**src/rtl/ps2_scancode_fifo.sv**
```systemverilog
// ps2_scancode_fifo
//   PS/2 keyboard receiver. It synchronises PS2_CLK and PS2_DAT, checks each
//   11-bit frame (start, 8 data bits LSB-first, odd parity, stop) and merges
//   E0/F0 prefix bytes into a single key event. Events are held in a
//   first-word-fall-through FIFO that the consumer drains with valid/ready.
// Ports
//   CLOCK_50, Resetn        system clock; synchronous active-low reset
//   PS2_CLK, PS2_DAT        asynchronous keyboard lines (inputs only)
//   evt_code/break/ext      head event fields, forced to 0 while the FIFO is empty
//   evt_valid, evt_ready    head handshake; the head is popped when both are 1
//   fifo_count              number of entries held, 0..FIFO_DEPTH
//   overflow, err_clr       sticky dropped-event flag and its clear input
//   frame_err               one-cycle pulse on a parity, start, stop or timeout error
//
// state  | meaning
// IDLE   | waiting for a start bit (DAT=0 at a falling edge)
// DATA   | shifting in data bits 0..7
// PARITY | capturing the parity bit
// STOP   | checking the stop bit and parity, then back to IDLE
module ps2_scancode_fifo #(
  parameter int FIFO_DEPTH     = 8,
  parameter int TIMEOUT_CYCLES = 50000,
  parameter int SYNC_STAGES    = 2
) (
  input  logic                          CLOCK_50,
  input  logic                          Resetn,
  input  logic                          PS2_CLK,
  input  logic                          PS2_DAT,
  output logic [7:0]                    evt_code,
  output logic                          evt_break,
  output logic                          evt_ext,
  output logic                          evt_valid,
  input  logic                          evt_ready,
  output logic [$clog2(FIFO_DEPTH):0]   fifo_count,
  output logic                          overflow,
  output logic                          frame_err,
  input  logic                          err_clr
);

  localparam int PTR_W = $clog2(FIFO_DEPTH);
  localparam int CNT_W = PTR_W + 1;
  localparam int TMO_W = $clog2(TIMEOUT_CYCLES + 1);

  typedef enum logic [1:0] {S_IDLE, S_DATA, S_PARITY, S_STOP} state_t;

  logic [SYNC_STAGES-1:0] clk_sync_q, clk_sync_d;
  logic [SYNC_STAGES-1:0] dat_sync_q, dat_sync_d;
  logic                   clk_prev_q, clk_prev_d;
  state_t                 state_q, state_d;
  logic [2:0]             bitcnt_q, bitcnt_d;
  logic [7:0]             shreg_q, shreg_d;
  logic                   par_q, par_d;
  logic [TMO_W-1:0]       tmo_q, tmo_d;
  logic                   acc_q, acc_d;
  logic                   ferr_q, ferr_d;
  logic                   ext_q, ext_d;
  logic                   brk_q, brk_d;
  logic [9:0]             mem_q [FIFO_DEPTH];
  logic [9:0]             mem_d [FIFO_DEPTH];
  logic [PTR_W-1:0]       wr_ptr_q, wr_ptr_d;
  logic [PTR_W-1:0]       rd_ptr_q, rd_ptr_d;
  logic [CNT_W-1:0]       count_q, count_d;
  logic                   ovf_q, ovf_d;

  logic clk_s, dat_s, fall;
  logic push, pop, wr, full, empty;
  logic [9:0] head;

  assign clk_s = clk_sync_q[SYNC_STAGES-1];
  assign dat_s = dat_sync_q[SYNC_STAGES-1];
  assign fall  = clk_prev_q & ~clk_s;

  always_comb begin
    clk_sync_d = {clk_sync_q[SYNC_STAGES-2:0], PS2_CLK};
    dat_sync_d = {dat_sync_q[SYNC_STAGES-2:0], PS2_DAT};
    clk_prev_d = clk_s;
    state_d    = state_q;
    bitcnt_d   = bitcnt_q;
    shreg_d    = shreg_q;
    par_d      = par_q;
    acc_d      = 1'b0;
    ferr_d     = 1'b0;

    if (state_q == S_IDLE || fall) tmo_d = '0;
    else                           tmo_d = tmo_q + TMO_W'(1);

    case (state_q)
      S_IDLE: begin
        if (fall && !dat_s) begin
          state_d  = S_DATA;
          bitcnt_d = 3'd0;
        end
      end
      S_DATA: begin
        if (fall) begin
          shreg_d[bitcnt_q] = dat_s;
          bitcnt_d = bitcnt_q + 3'd1;
          if (bitcnt_q == 3'd7) state_d = S_PARITY;
        end
      end
      S_PARITY: begin
        if (fall) begin
          par_d   = dat_s;
          state_d = S_STOP;
        end
      end
      S_STOP: begin
        if (fall) begin
          state_d = S_IDLE;
          if (dat_s && (^{shreg_q, par_q})) acc_d = 1'b1;
          else                              ferr_d = 1'b1;
        end
      end
      default: state_d = S_IDLE;
    endcase

    // Too long without a falling edge inside a frame: abandon it.
    if (state_q != S_IDLE && !fall && tmo_q == TMO_W'(TIMEOUT_CYCLES - 1)) begin
      state_d = S_IDLE;
      ferr_d  = 1'b1;
      tmo_d   = '0;
    end
  end

  // The accepted byte is read straight from shreg_q one cycle after
  // acceptance; shreg_q cannot change again until the next frame's data bits.
  always_comb begin
    ext_d = ext_q;
    brk_d = brk_q;
    push  = 1'b0;
    if (ferr_q) begin
      ext_d = 1'b0;
      brk_d = 1'b0;
    end else if (acc_q) begin
      if (shreg_q == 8'hE0)      ext_d = 1'b1;
      else if (shreg_q == 8'hF0) brk_d = 1'b1;
      else begin
        push  = 1'b1;
        ext_d = 1'b0;
        brk_d = 1'b0;
      end
    end
  end

  assign full  = (count_q == CNT_W'(FIFO_DEPTH));
  assign empty = (count_q == '0);
  assign pop   = evt_ready & ~empty;
  // When full, a simultaneous pop frees the slot the write lands in.
  assign wr    = push & (~full | pop);

  always_comb begin
    mem_d    = mem_q;
    wr_ptr_d = wr_ptr_q;
    rd_ptr_d = rd_ptr_q;
    count_d  = count_q;
    ovf_d    = ovf_q;
    if (wr) begin
      mem_d[wr_ptr_q] = {ext_q, brk_q, shreg_q};
      wr_ptr_d        = wr_ptr_q + PTR_W'(1);
    end
    if (pop) rd_ptr_d = rd_ptr_q + PTR_W'(1);
    if (wr && !pop)      count_d = count_q + CNT_W'(1);
    else if (!wr && pop) count_d = count_q - CNT_W'(1);
    if (push && full && !pop) ovf_d = 1'b1;
    else if (err_clr)         ovf_d = 1'b0;
  end

  assign head       = mem_q[rd_ptr_q];
  assign evt_valid  = ~empty;
  assign evt_code   = empty ? 8'h00 : head[7:0];
  assign evt_break  = empty ? 1'b0  : head[8];
  assign evt_ext    = empty ? 1'b0  : head[9];
  assign fifo_count = count_q;
  assign overflow   = ovf_q;
  assign frame_err  = ferr_q;

  always_ff @(posedge CLOCK_50) begin
    if (!Resetn) begin
      clk_sync_q <= '1;
      dat_sync_q <= '1;
      clk_prev_q <= 1'b1;
      state_q    <= S_IDLE;
      bitcnt_q   <= '0;
      shreg_q    <= '0;
      par_q      <= 1'b0;
      tmo_q      <= '0;
      acc_q      <= 1'b0;
      ferr_q     <= 1'b0;
      ext_q      <= 1'b0;
      brk_q      <= 1'b0;
      mem_q      <= '{default: '0};
      wr_ptr_q   <= '0;
      rd_ptr_q   <= '0;
      count_q    <= '0;
      ovf_q      <= 1'b0;
    end else begin
      clk_sync_q <= clk_sync_d;
      dat_sync_q <= dat_sync_d;
      clk_prev_q <= clk_prev_d;
      state_q    <= state_d;
      bitcnt_q   <= bitcnt_d;
      shreg_q    <= shreg_d;
      par_q      <= par_d;
      tmo_q      <= tmo_d;
      acc_q      <= acc_d;
      ferr_q     <= ferr_d;
      ext_q      <= ext_d;
      brk_q      <= brk_d;
      mem_q      <= mem_d;
      wr_ptr_q   <= wr_ptr_d;
      rd_ptr_q   <= rd_ptr_d;
      count_q    <= count_d;
      ovf_q      <= ovf_d;
    end
  end

endmodule

```
**config.mk**
```make
export PLATFORM = sky130hd
export DESIGN_NAME = ps2_scancode_fifo
export DESIGN_NICKNAME = d
export VERILOG_FILES = /design/src/rtl/ps2_scancode_fifo.sv
export SDC_FILE = /design/constraint.sdc
export NUM_CORES = 1
export LEC_CHECK = 0
export CAP_MARGIN = 10
export CORE_MARGIN = 2
export CORE_UTILIZATION = 33
export CTS_CLUSTER_DIAMETER = 120
export DETAILED_ROUTE_END_ITERATION = 10
export MAX_ROUTING_LAYER = met4
export SLEW_MARGIN = 10
export SYNTH_ARGS = -nofsm -noshare
export SYNTH_HDL_FRONTEND = slang
export SYNTH_SLANG_ARGS = --single-unit
```
**constraint.sdc**
```tcl
create_clock -name CLOCK_50 -period 4 [get_ports CLOCK_50]
set_input_delay 0.6 -clock CLOCK_50 [delete_from_list [all_inputs] [get_ports CLOCK_50]]
set_output_delay 0.6 -clock CLOCK_50 [all_outputs]
set_load 0.01 [all_outputs]
```
==> results of run 1 <==
## stage by stage
step            util  power, mW
6_report       0.398       3.25
5_1_grt        0.398       3.38
4_1_cts        0.398       3.29
3_5_place_dp   0.364       1.78
3_3_place_gp   0.364       1.77
2_1_floorplan      -       1.65
## state kept, by name, summed over array words and instances (netlist names)
name,cells
mem_q,80
tmo_q,16
shreg_q,8
fifo_count,4
bitcnt_q,3
rd_ptr_q,3
wr_ptr_q,3
clk_sync_q,2
dat_sync_q,2
state_q,2
acc_q,1
brk_q,1
clk_prev_q,1
ext_q,1
frame_err,1
overflow,1
par_q,1
## cells by family after synthesis
logic type / count (synthesis) / synth area share
AO/OA/AOI/OAI: 23 / 0.0228
XOR/XNOR: 27 / 0.0426
adder cells (fa/ha/maj): 13 / 0.0290
buffers and inverters: 54 / 0.0413
flip-flops: 130 / 0.443
multiplexers: 123 / 0.252
AND/OR/NAND/NOR: 216 / 0.169
## final timing paths
kind	to
worst max-delay path	evt_code[2]
worst min-delay path	dat_sync_q[1]$_SDFF_PN1_
worst max register to register	fifo_count[3]$_SDFFE_PN0P_
worst min register to register	dat_sync_q[1]$_SDFF_PN1_
## per-layer routing
layer,up-vias,global-route usage
met2,59,0.243
met5,-,-
li1,2030,-
met1,1935,0.170
met4,0,0.0418
met3,15,0.0397
## power by group through the flow
stage          clock (mW)  combinational (mW)  sequential [mW]
3_5_place_dp            0               0.394             1.39
2_1_floorplan           0               0.273             1.38
3_3_place_gp            0               0.382             1.38
5_1_grt              1.59               0.426             1.36
6_report             1.50               0.390             1.36
4_1_cts              1.54               0.394             1.36
## cells in the final DEF (no fill, tap or decap), drive strengths merged, types with 6 or more instances in the layout
cell and n:
nor2 138, dfxtp 130, mux2i 103, clkbuf 24
clkdlybuf4s50 22, mux4 20, nand3 16, xnor2 14
nand2 13, inv 13, xor2 12, a21oi 12
ha 12, buf 12, nand2b 10, o21ai 7
nor4 6
## layout make-up
cell class,count,area share
inverters,12,0.00652
well taps,225,0.0408
clock buffers,24,0.0697
repair buffers,34,0.0467
multi-input cells,402,0.445
flip-flops and latches,130,0.377
clock inverters,7,0.0143
==> PnR_summary.wiki, run 1 <==
{| class="wikitable"
! Metric !! Value
|-
| Number of detailed-routing iterations run before antenna repair || 4
|-
| Clk sinks || 130
|-
| CTS resizes || 0
|-
| Flop pwr share || 0.418
|-
| Start point of the worst min-delay path || dat_sync_q[0]$_SDFF_PN1_
|-
| DRC violations left || 0
|-
| Layout cell share with drive strength beyond 1 || 0.117
|-
| Area after detailed placement || 6330 µm²
|-
| Setup slack, reg-to-reg || 920 ps
|-
| Largest area contributor in the synthesized netlist || sky130_fd_sc_hd__dfxtp_1
|-
| Max Transition Viols Final || 0
|-
| Setup Crit Path Kind || register to primary output
|-
| Achievable Freq || 319 MHz
|-
| Highest fanout seen on the critical path || 13
|-
| GRT Overall Usage || 0.145
|-
| Detailed-routed wire length on met3 || between 300 and 400 µm
|-
| CP max-delay cell || sky130_fd_sc_hd__dfxtp_1
|-
| Number of buffers added by the clock tree synthesis step || 17
|-
| Final setup violation count || 0
|-
| Most common cell in the synthesized netlist || sky130_fd_sc_hd__nor2_1
|-
| Clock input transition at the sequential cells of the worst setup and hold paths || approximately 60 ps
|-
| X dimension of the die || approximately 140 µm
|-
| Number of buffers inserted to repair setup after CTS || 0
|-
| First-pass GRT wire length || between 20000 and 25000 µm
|-
| #FFs+latches synth || 130
|-
| Min-delay worst type || register to register
|-
| Buffering stage count on the worst path with inverters included || 2
|-
| M1 WL || between 5000 and 6000 µm
|-
| Relative max-transition margin || 0.439
|-
| Top routing layer in use || met4
|-
| Layout Skew || around 11 ps
|-
| Number of stages on the worst setup path || 5
|-
| Async set-or-reset flop fraction in the synthesized netlist || 0
|-
| N_diodes || 0
|-
| Multi-input combinational cell area || 3070 µm²
|-
| Die Footprint || between 15000 and 20000 µm²
|-
| Count of endpoints failing hold in the final timing report || 0
|-
| Switching portion of total power || 0.245
|-
| Final std cell area, no fill || 6910 µm²
|-
| Via total after detailed routing || 4039
|-
| Fillcell total || approximately 1.6k
|-
| Delay of the slowest cell on the worst path || 780 ps
|-
| CTS Buffer Depth || 2
|-
| WP data arrival || 2540 ps
|-
| Critical Path End Type || primary output
|-
| Dominant synthesized flop cell || sky130_fd_sc_hd__dfxtp_1
|-
| Post-synth EDFFs || 0
|-
| Post-synthesis instance area || 5880 µm²
|-
| Critical-path cell list || buf_4 > mux4_2 > mux2i_1 > nor2_1 > clkdlybuf4s50_1
|-
| Post-route insts no fill || around 830
|-
| Setup TNS after final layout || 0 ps
|-
| Run status || finished, final reports clean
|-
| IR Drop Worst-Case VDD || about 0.28 mV
|-
| Minimum setup slack in the final design || around 860 ps
|-
| Overall die height || 137 µm
|-
| Power per standard cell area || 471 nW/µm²
|-
| Total gr overflow || 0
|-
| Clock latency of the later-clocked register in the worst-skew pair || slightly above 400 ps
|-
| Area contributors post-synth || sky130_fd_sc_hd__dfxtp_1, sky130_fd_sc_hd__mux2i_1, sky130_fd_sc_hd__nor2_1
|-
| Data required time at the worst endpoint || 3400 ps
|-
| Seq. cell area || 2600 µm²
|-
| Area growth from synthesis to layout || 17.5%
|-
| Unique masters post-synth || 39
|-
| Post-synthesis area per instance || roughly 10 µm²
|-
| CTS HTree Levels || 4
|-
| Number of warnings printed during yosys synthesis || 0
|-
| Post-layout min period || 3140 ps
|-
| Setup repair after global routing missed its margin || no
|-
| Most numerous cell types in the synthesized netlist || sky130_fd_sc_hd__nor2_1, sky130_fd_sc_hd__dfxtp_1, sky130_fd_sc_hd__mux2i_1
|-
| Clock power share || 0.462
|-
| Power share of the combinational group || 0.120
|-
| Launching instance or port of the critical path || rd_ptr_q[1]$_SDFFE_PN0P_
|-
| Final period util || 0.784
|-
| Via count of the first global-routing pass || around 4k
|-
| Post-DR wirelength/cell || 14.7 µm
|-
| Initial antenna violation count || 0
|-
| Estimated wirelength of the detail-placed design || between 7000 and 8000 µm
|-
| Routability congestion estimate from global placement || approximately 0.72
|-
| Worst-case reg-to-reg path depth || 12
|-
| Dpl ws || between 600 and 700 ps
|-
| Internal power || about 2.5 mW
|-
| Net count of the finished layout || 616
|-
| Per-cell via count in the routed design || just under 5
|-
| Number of I/O pins || 23
|-
| Largest net degree at the start of global routing || between 70 and 80
|-
| Placeable core region || between 15000 and 20000 µm²
|-
| Number of cells traversed by the worst hold path || 1
|-
| CTS root buffer || sky130_fd_sc_hd__clkbuf_16
|-
| Antenna violation net count after detailed routing || 0
|-
| Number of port buffers || 22
|-
| Type of element launching the critical path || register
|-
| Part of the Yosys area used for sequential elements || 0.443
|-
| Clock tree from TritonCTS || built
|-
| Mapped Nets || ~610
|-
| DRT iter0 DRCs || ~230
|-
| Top cell family by delay on the critical path || buffers and inverters
|-
| Area share of the leading cell type in the synthesized netlist || 0.443
|-
| Total met2 wirelength after detailed routing || between 6000 and 7000 µm
|-
| Net load switching power || 796 µW
|-
| Wire length after detailed routing || approximately 12000 µm
|-
| Reg2reg start || shreg_q[3]$_SDFFE_PN0P_
|-
| Tightest Pin Transition || between 800 and 900 ps
|-
| Initial Utilization || 0.339
|-
| Max-capacitance violation count || 0
|-
| WHS || 410 ps
|-
| Syn Inst Count || a little under 600
|-
| Standby leakage power || between 2 and 2.5 nW
|-
| Number of standard-cell rows in the floorplan || 48
|-
| Post-placement cell count || ~800
|-
| Total of hold buffers inserted after clock tree synthesis || 0
|}
Power figures use the tool's default switching activity.
==> run 2, diff against run 1 <==
clock period = 3.1 ns   (was 4 ns; I/O delays follow)
==> PnR_summary.wiki, run 2 (same netlist as run 1, synthesis figures left out) <==
{| class="wikitable"
! Metric !! Value
|-
| Estimated wirelength of the detail-placed design || 8190 µm (+3.0%)
|-
| Overall die height || 137 µm (unchanged)
|-
| Placeable core region || 17400 µm² (unchanged)
|-
| Post-route insts no fill || 842 (+0.96%)
|-
| Wire length after detailed routing || 12500 µm (+1.5%)
|-
| Number of cells traversed by the worst hold path || 1 (unchanged)
|-
| Initial antenna violation count || 0 (unchanged)
|-
| Number of buffers inserted to repair setup after CTS || 0 (unchanged)
|-
| Critical-path cell list || buf_12 > mux4_2 > mux2i_1 > nor2_1 > clkdlybuf4s50_1
|-
| Final period util || 0.910
|-
| Met3 layer usage reported by global route || 0.0449 (+0.00515)
|-
| Most frequent cells in the layout || sky130_fd_sc_hd__nor2_1, sky130_fd_sc_hd__dfxtp_1, sky130_fd_sc_hd__mux2i_1
|-
| Clock tree from TritonCTS || built
|-
| Layer with the highest usage || met2
|-
| Routability congestion estimate from global placement || 0.767 (+6.8%)
|-
| Regs by FF count || mem_q: 80 flops, tmo_q: 16 flops, shreg_q: 8 flops
|-
| Type of element launching the critical path || register
|-
| Post-layout min period || 2820 ps
|-
| Register bank with the most flops || mem_q
|-
| CTS HTree Levels || 4 (unchanged)
|-
| CTS root buffer || sky130_fd_sc_hd__clkbuf_16
|-
| Number of stages on the worst setup path || 5 (unchanged)
|-
| Relative max-transition margin || 0.567 (+0.128)
|-
| DRC violations left || 0 (unchanged)
|-
| WP data arrival || 2360 ps (-180 ps)
|-
| IR Drop Worst-Case VDD || 0.393 mV (+41%)
|-
| Per-cell via count in the routed design || 4.81 (-0.63%)
|-
| N_diodes || 0 (unchanged)
|-
| Highest fanout seen on the critical path || 20 (+7)
|-
| GR Util met1 || 0.172 (+0.00232)
|-
| Layout cell share with drive strength beyond 1 || 0.128 (+0.0115)
|-
| Max FFs per register || 80 (unchanged)
|-
| Total of hold buffers inserted after clock tree synthesis || 0 (unchanged)
|-
| GRT Overall Usage || 0.149 (+0.00453)
|-
| Data required time at the worst endpoint || 2630 ps (-770 ps)
|-
| First-pass GRT wire length || 20900 µm (+2.6%)
|-
| Antenna violation net count after detailed routing || 0 (unchanged)
|-
| Achievable Freq || 354 MHz
|-
| Buffering stage count on the worst path with inverters included || 2 (unchanged)
|-
| Fillcell total || 1666 (+2.5%)
|-
| Net count of the finished layout || 623 (+1.1%)
|-
| Layout Skew || 8.69 ps (-2.40 ps)
|-
| Via total after detailed routing || 4052 (+0.32%)
|-
| Multi-input combinational cell area || 3070 µm² (unchanged)
|-
| Number of detailed-routing iterations run before antenna repair || 4 (unchanged)
|-
| GR met2 Demand/Resource || 0.251 (+0.00802)
|-
| Number of buffers added by the clock tree synthesis step || 17 (unchanged)
|-
| Delay of the slowest cell on the worst path || 520 ps (-260 ps)
|-
| Max Transition Viols Final || 0 (unchanged)
|-
| Most common cell after layout, fill and taps aside || sky130_fd_sc_hd__nor2_1
|-
| Worst-case reg-to-reg path depth || 12 (unchanged)
|-
| CTS resizes || 0 (unchanged)
|-
| Min-delay worst type || register to register
|-
| Post-placement cell count || 810 (+0.87%)
|-
| Seq. cell area || 2600 µm² (unchanged)
|-
| Setup repair after global routing missed its margin || no
|-
| DRT iter0 DRCs || 146 (-38%)
|-
| Die Footprint || 18900 µm² (unchanged)
|-
| Critical Path End Type || primary output
|-
| X dimension of the die || 137 µm (unchanged)
|-
| Number of I/O pins || 23 (unchanged)
|-
| Final setup violation count || 0 (unchanged)
|-
| Post-DR wirelength/cell || 14.8 µm (+0.53%)
|-
| Largest net degree at the start of global routing || 42 (-45%)
|-
| Number of standard-cell rows in the floorplan || 48 (unchanged)
|-
| Setup Crit Path Kind || register to primary output
|-
| Total gr overflow || 0 (unchanged)
|-
| Tightest Pin Transition || 650 ps (-190 ps)
|-
| Count of endpoints failing hold in the final timing report || 0 (unchanged)
|-
| Area growth from synthesis to layout || 18.8%
|-
| Setup TNS after final layout || 0 ps (unchanged)
|-
| Max-capacitance violation count || 0 (unchanged)
|-
| Clock input transition at the sequential cells of the worst setup and hold paths || 50 ps (about the same)
|-
| Top cell family by delay on the critical path || buffers and inverters
|-
| Run status || finished, final reports clean
|-
| Dpl ws || 136 ps (-475 ps)
|-
| Minimum setup slack in the final design || 279 ps (-584 ps)
|-
| Standby leakage power || 2.45 nW (+1.6%)
|-
| CTS Buffer Depth || 2 (unchanged)
|-
| Clock latency of the later-clocked register in the worst-skew pair || 420 ps (about the same)
|-
| Initial Utilization || 0.339 (unchanged)
|-
| CP max-delay cell || sky130_fd_sc_hd__mux4_2
|-
| Clk sinks || 130 (unchanged)
|-
| Number of port buffers || 22 (unchanged)
|-
| Post-layout utilization of the core || 0.402 (+0.00440)
|-
| Power per standard cell area || 602 nW/µm² (+28%)
|-
| Via count of the first global-routing pass || 4121 (+1.6%)
|}
## run 2: power by group
| group | total [mW] | switching, mW | internal, mW |
|---|---|---|---|
| Combinational | 0.525 | 0.294 | 0.231 |
| Sequential | 1.75 | 0.0411 | 1.70 |
| Clock | 1.93 | 0.720 | 1.21 |
| Total | 4.20 | 1.05 | 3.15 |
## run 2: worst paths after layout
path,start,endpoint,slack [ps]
setup / recovery,rd_ptr_q[0]$_SDFFE_PN0P_,evt_code[3],280
hold / removal,clk_sync_q[0]$_SDFF_PN1_,clk_sync_q[1]$_SDFF_PN1_,410
setup reg to reg,fifo_count[0]$_SDFFE_PN0P_,fifo_count[3]$_SDFFE_PN0P_,320
hold reg to reg,clk_sync_q[0]$_SDFF_PN1_,clk_sync_q[1]$_SDFF_PN1_,410
## run 2: cell type report
type	count	share of cell area
Inverter	12	0.00645
Clock inverter	6	0.0100
Multi-Input combinational cell	402	0.440
Tap cell	225	0.0403
Sequential cell	130	0.373
Clock buffer	26	0.0729
Timing Repair Buffer	41	0.0573
## run 2: metal layers
metal  up-vias  routed length, µm
met4         0                137
li1       2041                  -
met1      1960               5770
met3        12                327
met5         -                  0
met2        39               6230
## run 2: stage by stage
stage | hold WS [ps] | total power, mW | cell area (µm²)
6_report | 410 | 4.20 | 6980
5_1_grt | 432 | 4.39 | 6980
4_1_cts | 412 | 4.26 | 6980
3_5_place_dp | 399 | 2.32 | 6400
3_3_place_gp | 398 | 2.30 | 6400
2_1_floorplan | 386 | 2.13 | 5880
==> run 3, diff against run 2 <==
SKIP_LAST_GASP = 1   (was not set)
==> results of run 3 <==
Final layout, timing and power as in run 2 (identical DEF).
